==> src/rtl/adam_fabric_demux.sv <==
// 1:N AXI-Lite demultiplexer with a window address map, per-direction outstanding tracking and ADAM pause.
// Optional macro ADAM_FABRIC_DEMUX_ERRCNT_EN adds a saturating decode-error counter output err_cnt.
module adam_fabric_demux #(
    parameter int unsigned             ADDR_WIDTH = 32,
    parameter int unsigned             DATA_WIDTH = 32,
    parameter int unsigned             NO_MSTS    = 4,
    parameter logic [ADDR_WIDTH-1:0]   BASE_ADDR  = '0,
    parameter int unsigned             WIN_LSB    = 12,
    parameter int unsigned             MAX_TRANS  = 7
) (
    input  logic                        clk,
    input  logic                        rst_n,
    input  logic                        pause_req,
    output logic                        pause_ack,
`ifdef ADAM_FABRIC_DEMUX_ERRCNT_EN
    output logic [15:0]                 err_cnt,
`endif
    input  logic [ADDR_WIDTH-1:0]       slv_aw_addr,
    input  logic [2:0]                  slv_aw_prot,
    input  logic                        slv_aw_valid,
    output logic                        slv_aw_ready,
    input  logic [DATA_WIDTH-1:0]       slv_w_data,
    input  logic [DATA_WIDTH/8-1:0]     slv_w_strb,
    input  logic                        slv_w_valid,
    output logic                        slv_w_ready,
    output logic [1:0]                  slv_b_resp,
    output logic                        slv_b_valid,
    input  logic                        slv_b_ready,
    input  logic [ADDR_WIDTH-1:0]       slv_ar_addr,
    input  logic [2:0]                  slv_ar_prot,
    input  logic                        slv_ar_valid,
    output logic                        slv_ar_ready,
    output logic [DATA_WIDTH-1:0]       slv_r_data,
    output logic [1:0]                  slv_r_resp,
    output logic                        slv_r_valid,
    input  logic                        slv_r_ready,
    output logic [ADDR_WIDTH-1:0]       msts_aw_addr  [NO_MSTS],
    output logic [2:0]                  msts_aw_prot  [NO_MSTS],
    output logic [NO_MSTS-1:0]          msts_aw_valid,
    input  logic [NO_MSTS-1:0]          msts_aw_ready,
    output logic [DATA_WIDTH-1:0]       msts_w_data   [NO_MSTS],
    output logic [DATA_WIDTH/8-1:0]     msts_w_strb   [NO_MSTS],
    output logic [NO_MSTS-1:0]          msts_w_valid,
    input  logic [NO_MSTS-1:0]          msts_w_ready,
    input  logic [1:0]                  msts_b_resp   [NO_MSTS],
    input  logic [NO_MSTS-1:0]          msts_b_valid,
    output logic [NO_MSTS-1:0]          msts_b_ready,
    output logic [ADDR_WIDTH-1:0]       msts_ar_addr  [NO_MSTS],
    output logic [2:0]                  msts_ar_prot  [NO_MSTS],
    output logic [NO_MSTS-1:0]          msts_ar_valid,
    input  logic [NO_MSTS-1:0]          msts_ar_ready,
    input  logic [DATA_WIDTH-1:0]       msts_r_data   [NO_MSTS],
    input  logic [1:0]                  msts_r_resp   [NO_MSTS],
    input  logic [NO_MSTS-1:0]          msts_r_valid,
    output logic [NO_MSTS-1:0]          msts_r_ready
);
    localparam int unsigned IW = $clog2(NO_MSTS + 1);
    localparam int unsigned CW = $clog2(MAX_TRANS + 1);
    localparam logic [IW-1:0] ERR_IDX = IW'(NO_MSTS);
    localparam logic [1:0]    DECERR  = 2'b11;

    logic [CW-1:0] wr_cnt, wr_cnt_nxt, w_credit, w_credit_nxt, err_b_cnt, rd_cnt, rd_cnt_nxt, err_r_cnt;
    logic [IW-1:0] wr_tgt, rd_tgt, aw_idx, ar_idx;
    logic          aw_pend, ar_pend, aw_fwd, ar_fwd, aw_err, ar_err, w_err, r_err;
    logic          aw_hs, w_hs, b_hs, ar_hs, r_hs, aw_tgt_ready, ar_tgt_ready;

    function automatic logic [IW-1:0] decode(input logic [ADDR_WIDTH-1:0] addr);
        logic [ADDR_WIDTH-1:0] off;
        off = (addr - BASE_ADDR) >> WIN_LSB;
        if (addr >= BASE_ADDR && off < ADDR_WIDTH'(NO_MSTS)) decode = IW'(off);
        else                                                   decode = ERR_IDX;
    endfunction

    // Request channels: a forwarded-but-unaccepted valid bypasses pause and lock gating
    always_comb begin
        aw_idx       = decode(slv_aw_addr);
        ar_idx       = decode(slv_ar_addr);
        aw_err       = (aw_idx == ERR_IDX);
        ar_err       = (ar_idx == ERR_IDX);
        aw_fwd       = rst_n && slv_aw_valid && (aw_pend || (!pause_req && wr_cnt < CW'(MAX_TRANS)
                                                 && (wr_cnt == '0 || aw_idx == wr_tgt)));
        ar_fwd       = rst_n && slv_ar_valid && (ar_pend || (!pause_req && rd_cnt < CW'(MAX_TRANS)
                                                 && (rd_cnt == '0 || ar_idx == rd_tgt)));
        aw_tgt_ready = aw_err;
        ar_tgt_ready = ar_err;
        for (int i = 0; i < int'(NO_MSTS); i++) begin
            msts_aw_addr[i]  = slv_aw_addr;
            msts_aw_prot[i]  = slv_aw_prot;
            msts_aw_valid[i] = aw_fwd && (aw_idx == IW'(i));
            msts_ar_addr[i]  = slv_ar_addr;
            msts_ar_prot[i]  = slv_ar_prot;
            msts_ar_valid[i] = ar_fwd && (ar_idx == IW'(i));
            if (aw_idx == IW'(i)) aw_tgt_ready = msts_aw_ready[i];
            if (ar_idx == IW'(i)) ar_tgt_ready = msts_ar_ready[i];
        end
        slv_aw_ready = aw_fwd && aw_tgt_ready;
        slv_ar_ready = ar_fwd && ar_tgt_ready;
        aw_hs        = slv_aw_valid && slv_aw_ready;
        ar_hs        = slv_ar_valid && slv_ar_ready;
    end

    // W, B and R follow the locked target of their direction
    always_comb begin
        w_err       = (wr_tgt == ERR_IDX);
        r_err       = (rd_tgt == ERR_IDX);
        slv_w_ready = rst_n && (w_credit != '0) && w_err;
        slv_b_valid = (wr_cnt != '0) && w_err && (err_b_cnt != '0);
        slv_b_resp  = DECERR;
        slv_r_valid = (rd_cnt != '0) && r_err && (err_r_cnt != '0);
        slv_r_resp  = DECERR;
        slv_r_data  = '0;
        for (int i = 0; i < int'(NO_MSTS); i++) begin
            msts_w_data[i]  = slv_w_data;
            msts_w_strb[i]  = slv_w_strb;
            msts_w_valid[i] = rst_n && slv_w_valid && (w_credit != '0) && (wr_tgt == IW'(i));
            msts_b_ready[i] = rst_n && slv_b_ready && (wr_cnt != '0) && (wr_tgt == IW'(i));
            msts_r_ready[i] = rst_n && slv_r_ready && (rd_cnt != '0) && (rd_tgt == IW'(i));
            if (wr_tgt == IW'(i)) begin
                slv_w_ready = rst_n && (w_credit != '0) && msts_w_ready[i];
                slv_b_valid = (wr_cnt != '0) && msts_b_valid[i];
                slv_b_resp  = msts_b_resp[i];
            end
            if (rd_tgt == IW'(i)) begin
                slv_r_valid = (rd_cnt != '0) && msts_r_valid[i];
                slv_r_resp  = msts_r_resp[i];
                slv_r_data  = msts_r_data[i];
            end
        end
        w_hs         = slv_w_valid && slv_w_ready;
        b_hs         = slv_b_valid && slv_b_ready;
        r_hs         = slv_r_valid && slv_r_ready;
        wr_cnt_nxt   = wr_cnt + CW'(aw_hs) - CW'(b_hs);
        w_credit_nxt = w_credit + CW'(aw_hs) - CW'(w_hs);
        rd_cnt_nxt   = rd_cnt + CW'(ar_hs) - CW'(r_hs);
    end

    always_ff @(posedge clk or negedge rst_n) begin
        if (!rst_n) begin
            wr_cnt    <= '0;
            w_credit  <= '0;
            err_b_cnt <= '0;
            rd_cnt    <= '0;
            err_r_cnt <= '0;
            wr_tgt    <= '0;
            rd_tgt    <= '0;
            aw_pend   <= 1'b0;
            ar_pend   <= 1'b0;
            pause_ack <= 1'b1;
        end else begin
            wr_cnt    <= wr_cnt_nxt;
            w_credit  <= w_credit_nxt;
            rd_cnt    <= rd_cnt_nxt;
            err_b_cnt <= err_b_cnt + CW'(w_hs && w_err) - CW'(b_hs && w_err);
            err_r_cnt <= err_r_cnt + CW'(ar_hs && ar_err) - CW'(r_hs && r_err);
            if (aw_hs) wr_tgt <= aw_idx;
            if (ar_hs) rd_tgt <= ar_idx;
            aw_pend   <= aw_fwd && !aw_hs;
            ar_pend   <= ar_fwd && !ar_hs;
            pause_ack <= pause_req && (wr_cnt_nxt == '0) && (rd_cnt_nxt == '0) && (w_credit_nxt == '0);
        end
    end

`ifdef ADAM_FABRIC_DEMUX_ERRCNT_EN
    logic [16:0] err_sum;
    always_comb err_sum = 17'(err_cnt) + 17'(aw_hs && aw_err) + 17'(ar_hs && ar_err);

    // Saturating count of decode-error request handshakes
    always_ff @(posedge clk or negedge rst_n) begin
        if (!rst_n) err_cnt <= '0;
        else        err_cnt <= err_sum[16] ? 16'hFFFF : err_sum[15:0];
    end
`endif

endmodule
==> config.mk <==
export PLATFORM = sky130hd
export DESIGN_NAME = adam_fabric_demux
export DESIGN_NICKNAME = d
export VERILOG_FILES = /design/src/rtl/adam_fabric_demux.sv
export SDC_FILE = /design/constraint.sdc
export NUM_CORES = 1
export LEC_CHECK = 0
export CAP_MARGIN = 20
export CORE_AREA = 4 4 294 296
export DETAILED_ROUTE_END_ITERATION = 8
export DIE_AREA = 0 0 298 300
export PLACE_DENSITY = 0.41
export SLEW_MARGIN = 20
export SYNTH_ARGS = -nofsm -noshare
export SYNTH_HDL_FRONTEND = slang
export SYNTH_SLANG_ARGS = --single-unit
==> constraint.sdc <==
create_clock -name clk -period 6.7 [get_ports clk]
set_input_delay 1.34 -clock clk [delete_from_list [all_inputs] [get_ports clk]]
set_output_delay 1.34 -clock clk [all_outputs]
set_load 0.05 [all_outputs]
==> metrics.md, run 1 <==
| Metric | Value |
|---|---|
| Status | complete, no violations |
| Initial antenna violation count | 7 |
| Synth Register Bits | 24 |
| Via count | 4657 |
| CTS-repair resized insts | 0 |
| Period minus WS final | 5.60 ns |
| Die H | 300 um |
| Synth Area in Compound Gates | 4.20% |
| Type of the worst min-delay path | register to register |
| Clock root buffer | clkbuf_16 |
| Maxcap violations | 0 |
| # port buffers | 433 |
| Main combinational cell family by area after synthesis | buffers and inverters |
| GRT met1 Usage | 7.02% |
| FP Rows | 106 |
| Top-count cell post-synth | buf_4 |
| GPL Wtd Cong | 0.922 |
| Critical Path AT | 4.26 ns |
| Clock buffer depth | 2 |
| Post-CTS Setup Bufs | 0 |
| Maximum clock frequency | 179 MHz |
| Worst-path clk slew | 0.08 ns |
| Worst-path fanout max | 6 |
| CTS Sinks | 24 |
| Fin. max-slew vios | 0 |
| CTS H-tree depth | 1 |
| Distinct cells, synth | 49 |
| Static leakage | 2.90 nW |
| Nets | 1030 |
| Number of flops mapped to enable cells by yosys | 0 |
| Synth Flop Type | dfrtp_1 |
| Adder-Cell Fraction of Synth Area | 4.04% |
| Final worst-path cycle share | 83.6% |
| Final ANT Viol Nets | 0 |
| I/O pins | 764 |
| Cell Area, Synth | 6190 sq um |
| Post-Layout Cell Count | 1820 |
| Setup TNS | 0 ns |
| Area delta synth->final | 42.4% |
| PwrDens | 172 nW/um^2 |
| CP startpoint kind | input pin |
| Mapped Cells | 733 |
| Power, Total | 0.00151 W |
| RSZ-0062 raised after global routing | no |
| Largest cells by area after synthesis | buf_4, mux4_2, dfrtp_1 |
| Required @ worst endpoint | 5.36 ns |
| Syn_nets | 1028 |
| Syn Area/Cell | 8.45 sq um |
| Seq/Total Area, Yosys | 9.72% |
| Mux cell area share after synthesis | 14.5% |
| Fill count | 9620 |
| Ys async rst share | 100% |
| Final setup skew | 0.00286 ns |
| Rel. slew slack | 40.2% |
| Final WS setup | 1.10 ns |
| Routing usage on met3 | 4.19% |
| First-pass GRT wire length | 41200 um |
| Xor and xnor area share after synthesis | 1.70% |
| 1st-iter DRT viols | 209 |
| Clk_lat worst skew | 0.28 ns |
| Die area | 89400 sq um |
| Max IR drop VDD | 0.0847 mV |
| Core box area | 83600 sq um |
| Post-synth top area cell | buf_4 |
| Die Wd | 298 um |
| Total GRT Usage | 6.44% |
| Final Instance Area | 8820 sq um |
| Most instantiated cells after synthesis | buf_4, mux4_2, and2_1, nor2_1, dfrtp_1 |
| DP HPWL | 27100 um |
| Hold buffers post-CTS | 0 |
| CTS buffer count | 3 |
| Vias in the first global route | 5238 |
| Worst-margin pin slew | 0.884 ns |
| Placed Area | 8690 sq um |
| Final Hold Fails | 0 |
| Starting Density | 7.41% |
| Setup Crit Path Kind | input pin to output pin |
| Simple-gate share of the synthesized area | 11.7% |
| Largest net degree at the start of global routing | 44 |
| Grt peak-use layer | met2 |
| Layout cells sized above 1 | 9.67% |
| DRT Pass-1 Iters | 4 |
| Final wirelength | 30600 um |
| Via/cell ratio | 2.56 |
| DP Cell Count | 1810 |
| Setup violators final | 0 |
| # DRC | 0 |
| Drt wl/cell | 16.8 um |
| Yosys warnings | 0 |
| GR Layer Usage met2 | 10.4% |
| Crit. End Element | output pin |
| Area fraction of the dominant cell type after synthesis | 51.4% |
| DP Worst Slack | 0.929 ns |
| Grt total ovfl | 0 |
| CTS tree | yes |
[cell usage in the layout, fill, tap and decap left out, drive strengths merged, types with 7 or more instances in the layout]
cell type | Yosys | routed
or2 | 7 | 7
and2 | 33 | 33
nor2 | 30 | 30
buf | 430 | 15
a21oi | 9 | 9
ha | 12 | 12
inv | 23 | 23
nor4 | 10 | 10
mux4 | 36 | 36
nor3 | 14 | 14
dfrtp | 23 | 23
xnor2 | 8 | 8
mux2i | 9 | 9
nand2 | 12 | 12
clkdlybuf4s50 | 0 | 426
[cell type report]
type / count / area [sq um] / share of cell area [%]
clock inverter: 1 / 30.0 / 0.341
inverter: 23 / 86.3 / 0.979
antenna: 6 / 15.0 / 0.170
timing repair buffer: 441 / 4400 / 49.9
multi-input combinational: 242 / 2260 / 25.6
tap: 1080 / 1350 / 15.3
clock buffer: 3 / 75.1 / 0.852
sequential: 24 / 604 / 6.85
[logic make-up (layout without fill, tap and decap cells)]
| kind of cell | Yosys count | count (layout) |
|---|---|---|
| mux | 45 | 45 |
| flops | 24 | 24 |
| compound gates | 36 | 36 |
| simple gates | 132 | 132 |
| xor+xnor | 12 | 12 |
| buf+inv | 467 | 468 |
| other cells | 0 | 6 |
| fa+ha+maj | 17 | 17 |
[final timing paths]
check                                  startpoint                     end  slack [ns]  cells past startpoint
min reg2reg                err_b_cnt[0]$_DFF_PN0_  err_b_cnt[0]$_DFF_PN0_        0.52                      1
max reg2reg                 rd_tgt[2]$_DFFE_PN0P_     pause_ack$_DFF_PN1_        2.96                     14
max                               slv_ar_addr[22]        msts_ar_valid[2]        1.10                      7
max in group asynchronous                   rst_n     pause_ack$_DFF_PN1_        4.30                      4
min                        err_b_cnt[0]$_DFF_PN0_  err_b_cnt[0]$_DFF_PN0_        0.52                      1
min in group asynchronous                   rst_n       aw_pend$_DFF_PN0_        1.39                      1
[metal layers]
| metal | share of wire, % | vias to the layer above | routed length, um |
|---|---|---|---|
| met5 | 0.042 | - | 13 |
| met4 | 2.3 | 2 | 708 |
| met3 | 14 | 39 | 4390 |
| met2 | 45 | 493 | 13800 |
| met1 | 38 | 2105 | 11700 |
| li1 | - | 2018 | - |
[per-stage QoR]
stage	util (%)	hold slack (ns)
final	10.6	0.517
after global routing	10.5	0.546
after CTS	10.5	0.520
after detailed placement	10.4	0.502
after global placement	10.4	0.485
after floorplan	-	0.472
[state kept, by name, summed over array words and instances, names as in the netlist]
| signal | flops |
|---|---|
| err_b_cnt | 3 |
| pause_ack | 1 |
| aw_pend | 1 |
| rd_tgt | 3 |
| rd_cnt | 3 |
| err_r_cnt | 3 |
| w_credit | 3 |
| ar_pend | 1 |
| wr_tgt | 3 |
| wr_cnt | 3 |
[power by group]
group | internal, W | switching [W] | leakage [nW] | total (W)
Combinational | 0.000435 | 0.000628 | 2.56 | 0.00106
Clock | 0.000120 | 0.0000711 | 0.0511 | 0.000191
Sequential | 0.000205 | 0.0000560 | 0.285 | 0.000261
Total | 0.000760 | 0.000755 | 2.90 | 0.00151
[worst max-delay path: stages]
cell and delay [ns]:
clkdlybuf4s50_1 0.49, nor4_1 0.42, nand3_1 0.33, or2_2 0.43, nand4b_1 0.24, nor2_1 0.15, clkdlybuf4s50_1 0.85
(Power assumes the default switching activity.)
==> run 2, diff against run 1 <==
CORE_AREA = 4 4 298 300   (was 4 4 294 296)
DIE_AREA = 0 0 302 304   (was 0 0 298 300)
clock period = 4.88 ns   (was 6.7 ns; I/O delays follow)
==> metrics.md, run 2 (same netlist as run 1, synthesis figures left out) <==
| Metric | Value |
|---|---|
| Hold buffers post-CTS | 0 (unchanged) |
| Largest delay share family, worst path | simple AND/OR/NAND/NOR gates (unchanged) |
| Final setup skew | 0.00334 ns (was 0.00286 ns) |
| 1st-iter DRT viols | 168 (was 209) |
| Static leakage | 3.10 nW (was 2.90 nW) |
| CTS Sinks | 24 (unchanged) |
| Largest net degree at the start of global routing | 40 (was 44) |
| PwrDens | 224 nW/um^2 (was 172 nW/um^2) |
| CTS H-tree depth | 1 (unchanged) |
| Max IR drop VDD | 0.179 mV (was 0.0847 mV) |
| Status | complete, no violations (unchanged) |
| Vias in the first global route | 5278 (was 5238) |
| GPL Wtd Cong | 0.817 (was 0.922) |
| P_sw | 0.00102 W (was 0.000755 W) |
| Clk_lat worst skew | 0.27 ns (was 0.28 ns) |
| Maximum clock frequency | 221 MHz |
| CTS tree | yes (unchanged) |
| DP Cell Count | 1910 (was 1810) |
| Final Hold Fails | 0 (unchanged) |
| Slowest stage cell, crit path | or4_4 (was clkdlybuf4s50_1) |
| DP Worst Slack | -0.0585 ns (was 0.929 ns) |
| Grt total ovfl | 0 (unchanged) |
| Core box area | 86200 sq um (was 83600 sq um) |
| Combinational fraction of design power | 70.9% (was 70.2%) |
| Worst-margin pin slew | 0.807 ns (was 0.884 ns) |
| WP buf/inv | 5 (was 2) |
| Final wirelength | 30700 um (was 30600 um) |
| Slowest stage delay, CP | 0.54 ns (was 0.85 ns) |
| Most common cell on crit path | inv_1 (was clkdlybuf4s50_1) |
| Fin util | 10.7% (was 10.6%) |
| Fill count | 10000 (was 9620) |
| Clock root buffer | clkbuf_16 (unchanged) |
| Starting Density | 7.18% (was 7.41%) |
| Period minus WS final | 4.53 ns |
| Part of the power in registers | 17.3% (was 17.2%) |
| Required @ worst endpoint | 5.08 ns (was 5.36 ns) |
| Crit. End Element | register (was output pin) |
| DRT Pass-1 Iters | 4 (unchanged) |
| CTS buffer count | 3 (unchanged) |
| First-pass GRT wire length | 40300 um (was 41200 um) |
| Setup Crit Path Kind | input pin to register (was input pin to output pin) |
| Layout cells sized above 1 | 14.8% (was 9.67%) |
| Setup violators final | 0 (unchanged) |
| P_int | 0.00106 W (was 0.000760 W) |
| Post-CTS Setup Bufs | 0 (unchanged) |
| RSZ-0062 raised after global routing | no (unchanged) |
| Fin. max-slew vios | 0 (unchanged) |
| Critical Path AT | 4.73 ns (was 4.26 ns) |
| Die H | 304 um (was 300 um) |
| Area of the multi-input gates | 2240 sq um (was 2260 sq um) |
| Total GRT Usage | 6.18% (was 6.44%) |
| Worst-path fanout max | 5 (was 6) |
| Rel. slew slack | 46.1% (was 40.2%) |
| Clock share of power | 11.8% (was 12.6%) |
| Drt wl/cell | 16.0 um (was 16.8 um) |
| Die area | 91800 sq um (was 89400 sq um) |
| CP startpoint kind | input pin (unchanged) |
| Commonest non-fill, non-tap cell in the layout | clkdlybuf4s50_1 (unchanged) |
| # port buffers | 433 (unchanged) |
| Setup TNS | 0 ns (unchanged) |
| Switching share of power | 49.0% (was 49.8%) |
| Type of the worst min-delay path | register to register (unchanged) |
| CTS-repair resized insts | 0 (unchanged) |
| Post-Layout Cell Count | 1919 (was 1820) |
| Final ANT Viol Nets | 0 (unchanged) |
| Final WS setup | 0.354 ns (was 1.10 ns) |
| Initial antenna violation count | 7 (unchanged) |
| FP Rows | 108 (was 106) |
| Nets | 1055 (was 1030) |
| DP HPWL | 27400 um (was 27100 um) |
| I/O pins | 764 (unchanged) |
| Area delta synth->final | 49.7% (was 42.4%) |
| Worst-path clk slew | 0.07 ns (was 0.08 ns) |
| FF/Latch Area | 604 sq um (unchanged) |
| Final worst-path cycle share | 92.7% |
| Via count | 4661 (was 4657) |
| Critical path, cell by cell | clkdlybuf4s50_1, nor4_1, nand2_1, or4_4, a22oi_4, inv_2, ha_1, inv_1, ha_1, inv_1, fa_1, inv_1, or4_1, nor3_1, nand3_1, nor2_1 (was clkdlybuf4s50_1, nor4_1, nand3_1, or2_2, nand4b_1, nor2_1, clkdlybuf4s50_1) |
| # DRC | 0 (unchanged) |
| Die Wd | 302 um (was 298 um) |
| Maxcap violations | 0 (unchanged) |
| Final hold slack | 0.508 ns (was 0.517 ns) |
| Clock buffer depth | 2 (unchanged) |
| Most frequent cells in the layout | clkdlybuf4s50_1, buf_4, mux4_2, and2_1, nor2_1 (was clkdlybuf4s50_1, mux4_2, and2_1, nor2_1, inv_1) |
| Via/cell ratio | 2.43 (was 2.56) |
==> run 2: changes by cell type in the layout (fill, tap and decap cells not counted), sizes merged <==
cell,change
buf,+42
diode,-1
clkdlybuf4s50,-17
==> run 2: path summary, 6_finish.rpt <==
kind                                        start                     end  slack (ns)  cells past startpoint
max in group asynchronous                   rst_n     pause_ack$_DFF_PN1_        3.24                      3
hold reg to reg            err_r_cnt[0]$_DFF_PN0_  err_r_cnt[0]$_DFF_PN0_        0.51                      1
hold / removal             err_r_cnt[0]$_DFF_PN0_  err_r_cnt[0]$_DFF_PN0_        0.51                      1
setup / recovery                  slv_aw_addr[29]     pause_ack$_DFF_PN1_        0.35                     16
setup reg to reg            wr_tgt[0]$_DFFE_PN0P_     pause_ack$_DFF_PN1_        1.20                     15
min in group asynchronous                   rst_n   wr_tgt[0]$_DFFE_PN0P_        1.05                      2
==> run 2: routing by layer <==
metal / global-route usage, % / share of wire (%)
met1: 6.69 / 37
met2: 10.4 / 45
met3: 3.10 / 13
met4: 2.21 / 3.7
met5: 0 / 0.12
==> run 2: power groups by stage <==
| stage | Clock, W | Combinational [W] | Sequential, W |
|---|---|---|---|
| global placement | 0 | 0.00149 | 0.000357 |
| detailed placement | 0 | 0.00150 | 0.000359 |
| CTS | 0.000254 | 0.00151 | 0.000359 |
| floorplan | 0 | 0.00153 | 0.000335 |
| global route | 0.000262 | 0.00159 | 0.000372 |
| finish | 0.000246 | 0.00147 | 0.000358 |
==> run 2: cell type report <==
type | count | share of cell area [%]
Clock buffer | 3 | 0.810
Tap cell | 1155 | 15.6
Inverter | 23 | 0.932
Antenna cell | 5 | 0.135
Sequential cell | 24 | 6.52
Clock inverter | 1 | 0.324
Multi-Input combinational cell | 242 | 24.2
Timing Repair Buffer | 466 | 51.5
==> run 2: per-stage QoR <==
| stage | area, sq um | power (W) |
|---|---|---|
| 2_1_floorplan | 6190 | 0.00186 |
| 3_3_place_gp | 9150 | 0.00184 |
| 3_5_place_dp | 9150 | 0.00186 |
| 4_1_cts | 9260 | 0.00212 |
| 5_1_grt | 9260 | 0.00222 |
| 6_report | 9270 | 0.00208 |
==> run 3, diff against run 2 <==
CTS_CLUSTER_SIZE = 10   (was not set)
==> results of run 3 <==
Same layout as run 2: the final DEF is identical, and so are final timing and power.
